[src/rtl/peripheral_pkg.sv]
// Shared register map and bit positions for the peripheral bus blocks.
// Latency: n/a (constants only).
// Backpressure: n/a; the peripheral bus has no stall, so every access completes in one cycle.
package peripheral_pkg;

  // Timer register offsets (address bits [11:8])
  localparam logic [3:0] TIMER_REG_CTRL    = 4'h0;
  localparam logic [3:0] TIMER_REG_COUNT   = 4'h1;
  localparam logic [3:0] TIMER_REG_COMPARE = 4'h2;
  localparam logic [3:0] TIMER_REG_STATUS  = 4'h3;

  // CTRL bit positions
  localparam int CTRL_EN_BIT       = 0;
  localparam int CTRL_AUTO_BIT     = 1;
  localparam int CTRL_IE_BIT       = 2;
  localparam int CTRL_PRESCALE_LSB = 8;
  localparam int CTRL_PRESCALE_MSB = 15;

  // STATUS bit positions
  localparam int STATUS_MATCH_BIT  = 0;

  // Bus direction encoding
  localparam logic RW_READ  = 1'b0;
  localparam logic RW_WRITE = 1'b1;

endpackage

[src/rtl/timer_prescaler.sv]
// Prescaler for peripheral_timer: counts 0..prescale and pulses tick on the terminal value.
// Latency: tick is combinational from the internal count; the first tick comes prescale+1 cycles after enable rises.
// Backpressure: none; tick is a single-cycle pulse that the consumer must take.
//
// Ports:
//   clk, rst_n  clock, async active-low reset
//   enable      run the prescaler; low holds the count at 0
//   clear       force the count back to 0 on the next edge
//   prescale    terminal count
//   tick        high in the cycle the count equals prescale
module timer_prescaler #(
  parameter int PRESCALE_WIDTH = 8
) (
  input  logic                      clk,
  input  logic                      rst_n,
  input  logic                      enable,
  input  logic                      clear,
  input  logic [PRESCALE_WIDTH-1:0] prescale,
  output logic                      tick
);

  logic [PRESCALE_WIDTH-1:0] cnt;
  logic                      at_end;

  assign at_end = (cnt == prescale);
  assign tick   = enable & at_end;

  always_ff @(posedge clk or negedge rst_n) begin
    if (!rst_n) begin
      cnt <= '0;
    end else if (clear || !enable || at_end) begin
      cnt <= '0;
    end else begin
      cnt <= cnt + 1'b1;
    end
  end

endmodule

[src/rtl/peripheral_timer.sv]
// Memory-mapped prescaled up-counter with compare match, optional auto-reload and level irq.
// Latency: reads are combinational (0 cycles); writes and count updates commit on the rising edge.
// Backpressure: none; every bus access completes in the cycle it is presented.
//
// Ports:
//   clk, rst_n  clock, async active-low reset
//   ce          timer chip-enable from the peripheral decoder
//   rw          1 = write, 0 = read (ignored when ce = 0)
//   reg_sel     register select: 0 CTRL, 1 COUNT, 2 COMPARE, 3 STATUS, others read 0
//   data_in     CPU write data
//   data_out    read data, 0 unless ce & ~rw
//   irq         MATCH & IE, level
//
// Build option: PERIPHERAL_TIMER_PRESCALER_EN adds the prescaler and makes CTRL[15:8]
// read/write; without it the counter ticks every cycle while EN is set.
module peripheral_timer
  import peripheral_pkg::*;
#(
  parameter int COUNT_WIDTH    = 32,
  parameter int PRESCALE_WIDTH = 8
) (
  input  logic        clk,
  input  logic        rst_n,
  input  logic        ce,
  input  logic        rw,
  input  logic [3:0]  reg_sel,
  input  logic [31:0] data_in,
  output logic [31:0] data_out,
  output logic        irq
);

  logic                   ctrl_en;
  logic                   ctrl_auto;
  logic                   ctrl_ie;
  logic [COUNT_WIDTH-1:0] count;
  logic [COUNT_WIDTH-1:0] compare;
  logic                   match;
  logic                   tick;

  logic wr;
  logic wr_ctrl;
  logic wr_count;
  logic wr_compare;
  logic wr_status;
  logic hit;

  assign wr         = ce & (rw == RW_WRITE);
  assign wr_ctrl    = wr & (reg_sel == TIMER_REG_CTRL);
  assign wr_count   = wr & (reg_sel == TIMER_REG_COUNT);
  assign wr_compare = wr & (reg_sel == TIMER_REG_COMPARE);
  assign wr_status  = wr & (reg_sel == TIMER_REG_STATUS);

  // A CPU write to COUNT swallows the tick entirely, so no match can be raised on that edge.
  assign hit = tick & ~wr_count & (count == compare);

`ifdef PERIPHERAL_TIMER_PRESCALER_EN
  logic [PRESCALE_WIDTH-1:0] ctrl_prescale;

  always_ff @(posedge clk or negedge rst_n) begin
    if (!rst_n) begin
      ctrl_prescale <= '0;
    end else if (wr_ctrl) begin
      ctrl_prescale <= data_in[CTRL_PRESCALE_LSB +: PRESCALE_WIDTH];
    end
  end

  // Restarting the prescale period on COUNT/CTRL writes keeps the first tick a full period away.
  timer_prescaler #(
    .PRESCALE_WIDTH(PRESCALE_WIDTH)
  ) u_prescaler (
    .clk      (clk),
    .rst_n    (rst_n),
    .enable   (ctrl_en),
    .clear    (wr_ctrl | wr_count),
    .prescale (ctrl_prescale),
    .tick     (tick)
  );
`else
  assign tick = ctrl_en;
`endif

  // CTRL: a CPU write of EN beats the one-shot stop landing on the same edge.
  always_ff @(posedge clk or negedge rst_n) begin
    if (!rst_n) begin
      ctrl_en   <= 1'b0;
      ctrl_auto <= 1'b0;
      ctrl_ie   <= 1'b0;
    end else if (wr_ctrl) begin
      ctrl_en   <= data_in[CTRL_EN_BIT];
      ctrl_auto <= data_in[CTRL_AUTO_BIT];
      ctrl_ie   <= data_in[CTRL_IE_BIT];
    end else if (hit && !ctrl_auto) begin
      ctrl_en   <= 1'b0;
    end
  end

  // COUNT: reload on match when AUTO, hold on one-shot match, otherwise wrap-increment.
  always_ff @(posedge clk or negedge rst_n) begin
    if (!rst_n) begin
      count <= '0;
    end else if (wr_count) begin
      count <= data_in[COUNT_WIDTH-1:0];
    end else if (hit) begin
      if (ctrl_auto) begin
        count <= '0;
      end
    end else if (tick) begin
      count <= count + 1'b1;
    end
  end

  always_ff @(posedge clk or negedge rst_n) begin
    if (!rst_n) begin
      compare <= '1;
    end else if (wr_compare) begin
      compare <= data_in[COUNT_WIDTH-1:0];
    end
  end

  // MATCH: set dominates a write-1-to-clear on the same edge.
  always_ff @(posedge clk or negedge rst_n) begin
    if (!rst_n) begin
      match <= 1'b0;
    end else begin
      match <= hit | (match & ~(wr_status & data_in[STATUS_MATCH_BIT]));
    end
  end

  assign irq = match & ctrl_ie;

  always_comb begin
    data_out = '0;
    if (ce && (rw == RW_READ)) begin
      case (reg_sel)
        TIMER_REG_CTRL: begin
          data_out[CTRL_EN_BIT]   = ctrl_en;
          data_out[CTRL_AUTO_BIT] = ctrl_auto;
          data_out[CTRL_IE_BIT]   = ctrl_ie;
`ifdef PERIPHERAL_TIMER_PRESCALER_EN
          data_out[CTRL_PRESCALE_LSB +: PRESCALE_WIDTH] = ctrl_prescale;
`endif
        end
        TIMER_REG_COUNT:   data_out[COUNT_WIDTH-1:0] = count;
        TIMER_REG_COMPARE: data_out[COUNT_WIDTH-1:0] = compare;
        TIMER_REG_STATUS:  data_out[STATUS_MATCH_BIT] = match;
        default:           data_out = '0;
      endcase
    end
  end

endmodule

[config.mk]
export PLATFORM = sky130hd
export DESIGN_NAME = peripheral_timer
export DESIGN_NICKNAME = d
export VERILOG_FILES = /design/src/rtl/peripheral_pkg.sv /design/src/rtl/timer_prescaler.sv /design/src/rtl/peripheral_timer.sv
export SDC_FILE = /design/constraint.sdc
export NUM_CORES = 1
export LEC_CHECK = 0
export BUFFER_PORTS_ARGS = -buffer_cell sky130_fd_sc_hd__buf_4
export CORE_ASPECT_RATIO = 0.8
export CORE_MARGIN = 2
export CORE_UTILIZATION = 46
export CTS_BUF_LIST = sky130_fd_sc_hd__clkbuf_2
export DETAILED_ROUTE_END_ITERATION = 8
export GPL_TIMING_DRIVEN = 0
export PLACE_DENSITY = 0.67
export SYNTH_ARGS = -nofsm -noshare
export SYNTH_HDL_FRONTEND = slang
export SYNTH_SLANG_ARGS = --single-unit
[constraint.sdc]
create_clock -name clk -period 7.1 [get_ports clk]
set_input_delay 0.71 -clock clk [delete_from_list [all_inputs] [get_ports clk]]
set_output_delay 0.71 -clock clk [all_outputs]
set_load 0.01 [all_outputs]
==> impl_metrics.env <==
export IMPL_die_y_um=91.4
export IMPL_outcome="finished, final reports clean"
export IMPL_post_cts_setup_buffer_count=0
export IMPL_grt_pass1_vias=3945
export IMPL_p_leak_nw=2.13
export IMPL_start_kind="input port"
export IMPL_detailed_place_area_mm2=0.00507
export IMPL_slew_violations=0
export IMPL_finClkSkew_ns=0.0163
export IMPL_dieArea_mm2=0.0104
export IMPL_cp_num_cells=7
export IMPL_cts_root_buf="clkbuf_2"
export IMPL_required_ns=6.39
export IMPL_period_minus_slack_ns=3.87
export IMPL_cp_arrival_ns=3.16
export IMPL_cpMostUsedCell="clkbuf_1"
export IMPL_yosys_warnings=0
export IMPL_syn_inst=502
export IMPL_final_setup_viol_count=0
export IMPL_cts_hold_buf=0
export IMPL_layout_common_cells="buf_4, nand2_1, nor2_1"
export IMPL_grt_pass1_wl_mm=21.2
export IMPL_rsz0062_at_grt="false"
export IMPL_ff2ff_setup_slack_ns=3.61
export IMPL_hp_class="input port to asynchronous set/reset pin"
export IMPL_cp_slowest_stage_delay_ns=0.69
export IMPL_drtIter0Drc=359
export IMPL_drt_total_wl_mm=13.5
export IMPL_reg2reg_depth=9
export IMPL_antenna_cells=0
export IMPL_synth_cell_types=49
export IMPL_io_pins=73
export IMPL_end_kind="output pin"
export IMPL_cts_resized=0
export IMPL_critPathMaxFanout=10
export IMPL_ys_ff_latch=68
export IMPL_syn_nets=543
export IMPL_reg2reg_from="count[5]$_DFFE_PN0P_"
export IMPL_period_share_pct=54.5
export IMPL_crit_end="data_out[23]"
export IMPL_gr_total_overflow=0
export IMPL_path_clk_slew_ns=0.19
export IMPL_core_mm2=0.00915
export IMPL_syn_area_per_cell_um2=8.76
export IMPL_ant_nets=0
export IMPL_vias_per_cell=6.00
export IMPL_cts_buffers=9
export IMPL_wl_per_cell_um=19.2
export IMPL_drc=0
export IMPL_start_util_pct=48.0
export IMPL_finalNetCount=624
export IMPL_final_util_pct=56.2
export IMPL_grtUsageTotal_pct=26.5
export IMPL_crit_path_cell_trace="clkbuf_1, nor4b_1, clkbuf_1, clkbuf_1, a22oi_1, nor2_1, buf_4"
export IMPL_placed_cells=687
export IMPL_cp_slowest_cell="nor4b_1"
export IMPL_rows=31
export IMPL_syn_area_mm2=0.00440
export IMPL_worst_slew_pin_transition_ns=0.892
export IMPL_gp_congestion=0.931
export IMPL_htree_levels=3
export IMPL_drive_gt1_share_pct=27.2
export IMPL_cts_tree="done"
export IMPL_grt_max_degree=69
export IMPL_clock_path_buffers=2
export IMPL_die_w_um=113
export IMPL_clk_latency_ns=0.54
export IMPL_cp_startpoint="reg_sel[0]"
export IMPL_num_vias=4220
export IMPL_final_common_cell="buf_4"
export IMPL_powerDensity_mw_per_mm2=234
export IMPL_critical_path_buf_inv_count=4
export IMPL_fin_tns_setup_ns=0
export IMPL_fin_cells=703
export IMPL_syn_to_final_growth_pct=17.0
export IMPL_io_buffers=70
export IMPL_cap_violations=0
export IMPL_crit_family="buffers and inverters"
export IMPL_hold_viol=0
export IMPL_worstReg2RegEnd="count[12]$_DFFE_PN0P_"
export IMPL_drt_pass1_iter_count=5
export IMPL_relSlewSlack_pct=40.0
export IMPL_cts_sinks=68
export IMPL_max_vdd_ir_drop_mv=0.159
export IMPL_fmax_ghz=0.258
export IMPL_ys_seq_area_share_pct=39.6
export IMPL_fin_area_mm2=0.00514
export IMPL_antenna_found_initial=0
export IMPL_dp_hpwl_mm=9.77
export IMPL_path_class="input port to output pin"
==> kinds of logic after synthesis <==
group           count (synthesis)  synth area share [%]
flops                          68                  39.6
compound gates                111                  17.3
buf+inv                        62                  5.41
mux                            36                  9.16
xor+xnor                       35                  6.97
simple gates                  189                  21.3
fa+ha+maj                       1                 0.285
==> worst register-to-register path, delay by kind of cell (launching register included) <==
family	cells	cell delay, ns
AO/OA/AOI/OAI	1	0.47
XOR/XNOR	1	0.22
buffers and inverters	3	1.34
flip-flops	1	0.36
AND/OR/NAND/NOR	4	1.03
==> report_power, final <==
part / internal, W / switching [W]
Combinational: 0.000165 / 0.000248
Clock: 0.0000499 / 0.000139
Sequential: 0.000502 / 0.0000983
Total: 0.000716 / 0.000486
==> cells in the mapped netlist, drive strengths merged <==
library cell / n / area (um^2)
nand2: 48 / 180
o21ai: 24 / 120
o21a: 3 / 22.5
xor2: 34 / 298
nor4b: 1 / 8.76
mux2: 34 / 383
o41ai: 1 / 8.76
a21oi: 16 / 80.1
and3: 4 / 25.0
nand3: 29 / 145
a32oi: 7 / 61.3
ha: 1 / 12.5
nor3: 10 / 50.1
mux2i: 2 / 20.0
clkbuf: 39 / 148
a221o: 4 / 41.3
nor4: 15 / 93.8
a211oi: 5 / 37.5
o211ai: 1 / 7.51
a22oi: 36 / 270
nand2b: 3 / 18.8
inv: 16 / 60.1
or3: 7 / 43.8
a222oi: 1 / 10.0
and2: 3 / 18.8
nor2: 44 / 165
dfrtp: 36 / 901
buf: 7 / 30.0
or2: 3 / 18.8
o31a: 1 / 8.76
and4: 3 / 26.3
dfstp: 32 / 841
o31ai: 3 / 22.5
o2bb2ai: 1 / 8.76
xnor2: 1 / 8.76
nor2b: 2 / 12.5
a2111oi: 1 / 8.76
nand4: 12 / 90.1
nor3b: 1 / 7.51
a21boi: 5 / 37.5
or4: 4 / 30.0
a31oi: 1 / 6.26
a211o: 1 / 8.76
==> registers in the layout, indices dropped and copies added, names as in the netlist <==
register	count
compare	32
match	1
ctrl_en	1
ctrl_ie	1
count	32
ctrl_auto	1
==> final cells by class <==
class | count | area (um^2)
plain buffers | 46 | 178
clock buffers | 13 | 65.1
clock inverters | 3 | 13.8
fillers | 852 | 4010
inverters | 16 | 60.1
multi-input cells | 372 | 2420
flip-flops and latches | 68 | 1740
well taps | 115 | 144
repair buffers | 70 | 526
==> how the worst min path moves through the flow <==
stage,slack (ns),end,startpoint
global route,0.30,ctrl_auto$_DFFE_PN0P_,rst_n
detailed placement,0.53,ctrl_ie$_DFFE_PN0P_,ctrl_ie$_DFFE_PN0P_
finish,0.27,ctrl_auto$_DFFE_PN0P_,rst_n
CTS,0.28,ctrl_ie$_DFFE_PN0P_,rst_n
floorplan,0.41,count[0]$_DFFE_PN0P_,rst_n
global placement,0.53,ctrl_ie$_DFFE_PN0P_,ctrl_ie$_DFFE_PN0P_
==> layer usage <==
| metal | wire (um) | up-vias | GRT usage, % |
|---|---|---|---|
| met4 | 165 | 0 | 4.98 |
| met3 | 1030 | 15 | 5.81 |
| met2 | 6020 | 182 | 40.4 |
| li1 | - | 1974 | - |
| met5 | 0 | - | 0 |
| met1 | 6260 | 2049 | 39.0 |
==> per-stage QoR <==
step / setup slack, ns / hold slack (ns) / total power [W]
floorplan: 4.07 / 0.414 / 0.000855
detailed placement: 3.33 / 0.534 / 0.00101
CTS: 3.31 / 0.280 / 0.00120
global placement: 3.33 / 0.528 / 0.000999
finish: 3.23 / 0.274 / 0.00120
global route: 2.93 / 0.297 / 0.00127
No activity file was read; power rests on OpenSTA's default activity.
